==> src/rtl/instr_fetch_ctrl.sv <==
// Instruction fetch controller: owns the fetch PC, buffers fetched words in a
// 2-entry prefetch queue, applies redirects with a flush and flags illegal PCs.
module instr_fetch_ctrl #(
  parameter int unsigned                DATA_WIDTH   = 32,
  parameter int unsigned                MEMORY_DEPTH = 32,
  parameter logic [DATA_WIDTH-1:0]      RESET_PC     = DATA_WIDTH'(32'h0040_0000)
) (
  input  logic                  clk,
  input  logic                  reset,
  output logic [DATA_WIDTH-1:0] Mem_Address_o,
  input  logic [DATA_WIDTH-1:0] Mem_Instruction_i,
  input  logic                  Stall_i,
  input  logic                  Redirect_i,
  input  logic [DATA_WIDTH-1:0] Redirect_PC_i,
  output logic                  Instr_Valid_o,
  output logic [DATA_WIDTH-1:0] Instr_o,
  output logic [DATA_WIDTH-1:0] Instr_PC_o,
  output logic                  Fault_o
);

  logic [DATA_WIDTH-1:0]        fetch_pc;
  logic [1:0][DATA_WIDTH-1:0]   q_pc;
  logic [1:0][DATA_WIDTH-1:0]   q_instr;
  logic                         head;
  logic [1:0]                   count;

  logic [31:0]                  word_idx;
  logic                         legal;
  logic                         pop;
  logic                         push;
  logic                         tail;

  always_comb begin
    word_idx = {17'b0, fetch_pc[16:2]};
    legal    = (fetch_pc[1:0] == 2'b00) && (word_idx < MEMORY_DEPTH);
    pop      = (count != 2'd0) && !Stall_i;
    push     = !Redirect_i && legal && ((count != 2'd2) || pop);
    // With count==2 and a pop, the free slot is the one being vacated (head).
    tail     = head ^ count[0];
  end

  always_ff @(posedge clk or negedge reset) begin
    if (!reset) begin
      fetch_pc <= RESET_PC;
      q_pc     <= {2{RESET_PC}};
      q_instr  <= '0;
      head     <= 1'b0;
      count    <= '0;
    end else if (Redirect_i) begin
      fetch_pc <= Redirect_PC_i;
      head     <= 1'b0;
      count    <= '0;
    end else begin
      if (push) begin
        q_pc[tail]    <= fetch_pc;
        q_instr[tail] <= Mem_Instruction_i;
        fetch_pc      <= fetch_pc + DATA_WIDTH'(4);
      end
      if (pop) begin
        head <= ~head;
      end
      count <= count + {1'b0, push} - {1'b0, pop};
    end
  end

  assign Mem_Address_o = fetch_pc;
  assign Instr_Valid_o = (count != 2'd0);
  assign Instr_o       = q_instr[head];
  assign Instr_PC_o    = q_pc[head];
  assign Fault_o       = !legal && (count == 2'd0);

endmodule

==> config.mk <==
export PLATFORM = sky130hd
export DESIGN_NAME = instr_fetch_ctrl
export DESIGN_NICKNAME = d
export VERILOG_FILES = /design/src/rtl/instr_fetch_ctrl.sv
export SDC_FILE = /design/constraint.sdc
export NUM_CORES = 1
export LEC_CHECK = 0
export BUFFER_PORTS_ARGS = -buffer_cell sky130_fd_sc_hd__buf_2
export CAP_MARGIN = 10
export CORE_MARGIN = 4
export CORE_UTILIZATION = 58
export CTS_CLUSTER_SIZE = 14
export DETAILED_ROUTE_END_ITERATION = 8
export PLACE_DENSITY = 0.85
export REMOVE_ABC_BUFFERS = 1
export SLEW_MARGIN = 10
export SYNTH_ARGS = -nofsm -noshare
export SYNTH_HDL_FRONTEND = slang
export SYNTH_SLANG_ARGS = --single-unit
==> constraint.sdc <==
create_clock -name clk -period 7 [get_ports clk]
set_input_delay 0.35 -clock clk [delete_from_list [all_inputs] [get_ports clk]]
set_output_delay 0.35 -clock clk [all_outputs]
set_load 0.005 [all_outputs]
Yosys cells after proc, flatten, opt, wreduce, memory -nomap -nowiden
Cells that the tools add are included.
Widths: inputs -> output; s select.
{ "totals": {"out_inout_bits": 98, "word_cells": 47, "input_bits": 68, "ff_bits": 163} }
{ "classes": {"n_lt_le_gt_ge": 4, "n_reduce_logical": 16, "mux": 13, "add_sub_neg": 3, "n_eq_ne": 1, "bitwise": 3} }
{ "ops": {"columns": ["op", "count"], "rows": [
  ["$mux 32", 7],
  ["$bwmux 64", 2],
  ["$add 32x3->32 const B", 1],
  ["$demux 32 s1", 1],
  ["$lt 15x6->1 const B", 1],
  ["$logic_and 1x1->1", 6],
  ["$reduce_bool 2->1", 3],
  ["$logic_not 2->1", 2],
  ["$lt 1x2->1 const B", 2],
  ["$logic_not 1->1", 3],
  ["$add 2x1->2", 1],
  ["$mux 1", 2],
  ["$mux 2", 1],
  ["$ne 2x2->1 const B", 1],
  ["$not 1->1", 2],
  ["$reduce_and 2->1", 1],
  ["$sub 2x1->2", 1],
  ["$ge 1x1->1 const B", 1],
  ["$logic_or 1x1->1", 1],
  ["$xor 1x1->1", 1]
]} }

Depth between registers and ports, before layout
{ "depth": {"word_depth": 7, "mapped_depth": 7, "depth_no_buf": 7} }

Worst setup path before layout
No wires, ideal clock.
{ "synth_path": {"kind": "register -> register", "start": "register fetch_pc[12], in the netlist Mem_Address_o[12]", "end": "register q_instr[32] (netlist bit)", "synth_period_minus_slack_ps": 2701, "path_buffers": 2, "path_stages_with_launch": 7, "arrival_ps": 2573, "required_time_ps": 6872, "setup_ps": 128, "path_slack_ps": 4299, "path_cell_list": "dfrtp_1 > or4_1 > or3_1 > clkbuf_1 > nor4_4 > buf_4 > mux2_1"} }
{ "synth_via": {"elab_chain_cells": 5} }
{ "synth_lines": {"columns": ["element", "line", "rtl"], "rows": [
  ["start, declared", "21", "logic [DATA_WIDTH-1:0] fetch_pc;"],
  ["start signal, assigned", "50", "fetch_pc <= Redirect_PC_i;"],
  ["start signal, assigned", "57", "fetch_pc <= fetch_pc + DATA_WIDTH'(4);"],
  ["$lt 15x6->1", "35", "legal = (fetch_pc[1:0] == 2'b00) && (word_idx < MEMORY_DEPTH);"],
  ["$logic_and 1x1->1", "35", null],
  ["$logic_and 1x1->1 (2 in series)", "37", "push = !Redirect_i && legal && ((count != 2'd2) || pop);"],
  ["$reduce_and 2->1 (no line)", null, null],
  ["end signal, assigned by index", "56", "q_instr[tail] <= Mem_Instruction_i;"],
  ["end, declared", "23", "logic [1:0][DATA_WIDTH-1:0] q_instr;"]
]} }
Every way passes these cells.
A chain may end at the register's enable or synchronous reset.

Final worst setup path
{ "layout_path": {"start": "register fetch_pc[1], in the netlist Mem_Address_o[1]", "end": "register q_pc[23] (netlist bit)"} }
{ "layout_via": {"elab_chain_cells": 5} }
{ "layout_lines": {"columns": ["element", "line", "rtl"], "rows": [
  ["$logic_not 2->1", "35", null],
  ["$logic_and 1x1->1", "35", null],
  ["$logic_and 1x1->1 (2 in series)", "37", null],
  ["$reduce_and 2->1 (no line)", null, null],
  ["end signal, assigned", "45", "q_pc <= {2{RESET_PC}};"],
  ["end signal, assigned by index", "55", "q_pc[tail] <= fetch_pc;"],
  ["end, declared", "22", "logic [1:0][DATA_WIDTH-1:0] q_pc;"]
]} }
Every way passes these cells.

==> impl_results.md <==
* Final period utilization at 43.78%
* Dominant cell type by area after synthesis: dfrtp_1
* CTS tree: built
* Die height at 117.3 um
* Largest net degree at the start of global routing at 90
* CTS Buffer Depth at 2
* Main synth FF type: dfrtp_1
* 1st-pass router iterations at 4
* IO Port Bufs at 165
* CP max FO at 64
* Met3 WL at 955 um
* Final setup fails at 0
* Layout Skew at 8.176 ps
* Netlist cell types at 31
* Via density per instance at 5.543
* Nets at 700
* Leak Pwr at 0.004486 uW
* CP endpoint kind: flop
* Worst Tran Pin Value at 1092 ps
* Post-Place Cell Area at 0.007856 mm2
* Slew Limit Headroom at 27.20%
* Worst R2R Setup Slack at 3940 ps
* Syn. warnings at 0
* Critical path type: flop to flop
* Synth Instances at 467
* Mean area per synthesized cell at 14.84 um2
* Worst-skew pair later-pin latency at 420 ps
* Setup bufs post-CTS at 0
* Hold_buf cts at 1
* Top Metal Used: met4
* DRT antenna net count at 0
* PwrDens at 247.8 mW/mm2
* Grt total ovfl at 0
* Number of global-route vias before repair at 4675
* Cts bufs inserted at 17
* Crit start category: flop
* Top post-synthesis cells by area: dfrtp_1 58%, mux2_2 24%, mux2_1 7.8%
* Async S/R FF share, synth at 100.0%
* Rows at 39
* Post-synth EDFFs at 0
* Initial antenna violation count at 1
* #FFs+latches synth at 163
* Metal2 WL at 6.753 mm
* Aggregate routed wire length at 14.23 mm
* Via Count at 4362
* Fin area at 0.008507 mm2
* Final Power at 2108 uW
* Top-count cell post-synth: dfrtp_1
* # IOs at 166
* Worst EP arrival at 3370 ps
* Met1 Wirelength at 6.299 mm
* Status: finished clean
* Register area share after synthesis at 58.90%
* Die area at 0.01376 mm2
* Cell Area, Synth at 0.006932 mm2
* Req. time, crit path at 7300 ps
* Ratio of cells with drive above 1 in the final layout at 55.05%
* Final count of pins violating max slew at 0
* Setup_tns at 0 ps
* Area growth syn-to-layout at 22.73%
* H-tree Lvls at 4
* Type of the worst min-delay path: input port to flop
* DR WL/cell at 18.08 um
* Die width at 117.3 um
* Final worst setup slack at 3936 ps
* CORE AREA at 0.01156 mm2
* Final Hold Viols at 0
* Total Routing Usage GR at 21.41%
* Post-DP HPWL at 9.062 mm
* Fmax at 0.3263 GHz
* Clock transition at the registers of the reported paths at 60 ps
* Shortest period the worst path allows at 3064 ps
* Top cells by count, synth: 160 x dfrtp_1, 148 x mux2_2, 48 x mux2_1, 27 x nor2b_1, 12 x clkbuf_1
* Clock root buffer: clkbuf_16
* Worst-case vdd ir drop at 0.1797 mV
* DRC viols at 0
* DR iter-0 viols at 182
* Post_cts resized at 0
* Routability cong. at 0.7328
* Pre-CTS WS at 4008 ps
* Synth top area share at 57.76%
* Initial core utilization at 59.94%
* Max-cap violations at 0
* Global-route wire length before repair at 23.83 mm
* Clock Sinks at 163
* RSZ-0062 raised after global routing: false
[through the flow]
step | utilization (%) | hold WS (ps) | cells
after floorplan | - | 54.41 | 440
after global placement | 67.93 | 394.1 | 753
after detailed placement | 67.93 | 408.4 | 753
after CTS | 73.54 | 137.3 | 786
after global routing | 73.56 | 133.0 | 787
final | 73.56 | 157.7 | 787
[area by class of cell]
type,count,area [um2]
Tap cell,143,178.9
Timing Repair Buffer,171,879.6
Sequential cell,163,4084
Multi-Input combinational cell,273,2709
Antenna cell,1,2.502
Fill cell,737,3058
Clock inverter,9,150.1
Clock buffer,23,488.0
Inverter,4,15.01
[per-layer routing]
metal | global-route usage [%] | vias up
li1 | - | 1989
met1 | 28.69 | 2199
met2 | 32.88 | 156
met3 | 7.652 | 18
met4 | 7.038 | 0
met5 | 0 | -
[critical path: stages (launching register included)]
cell and delay (ps):
dfrtp_1 390, or4_1 610, nor3_1 490, and4_2 320, buf_4 630, mux2_2 420
[final timing paths]
kind / from / endpoint / cells after the start
max in group asynchronous: reset / q_pc[8]$_DFFE_PN0P_ / 3
setup reg to reg: Mem_Address_o[1]$_DFFE_PN0P_ / q_pc[23]$_DFFE_PN0P_ / 5
min in group asynchronous: reset / q_instr[19]$_DFFE_PN0P_ / 2
hold reg to reg: q_instr[34]$_DFFE_PN0P_ / q_instr[34]$_DFFE_PN0P_ / 1
hold / removal: Redirect_PC_i[16] / Mem_Address_o[16]$_DFFE_PN0P_ / 2
setup / recovery: Mem_Address_o[1]$_DFFE_PN0P_ / q_pc[23]$_DFFE_PN0P_ / 5
[power breakdown]
group,switching (uW),internal [uW]
registers,26.2,976
clock network,357,633
logic,55.8,59.1
[sequential cells by signal, indices dropped and copies added (netlist names)]
signal         count
head               1
count              2
q_instr           64
Mem_Address_o     32
q_pc              64
[cell families (layout without fill, tap and decap cells)]
family          count (synthesis)  in the layout  share of synthesized area (%)
compound gates                 14             14                          1.408
xor+xnor                        3              3                         0.3791
fa+ha+maj                       2              2                         0.3610
buf+inv                        31            207                          2.040
flops                         163            163                          58.90
mux                           196            196                          31.84
other cells                     0              1                              0
simple gates                   58             58                          5.072
[cell usage in the layout, fill, tap and decap left out, types with 4 or more instances in the layout]
cell type	Yosys	routed
buf_2	5	164
nor2b_1	27	27
or4_1	5	5
clkbuf_16	0	17
buf_4	5	5
mux2_1	48	48
clkbuf_8	0	4
dfrtp_1	160	159
a31oi_1	5	5
nand3_1	5	5
inv_1	4	4
bufinv_16	0	4
nor2_1	9	9
mux2_2	148	148
Note: power is estimated with default switching activity, not from simulation.
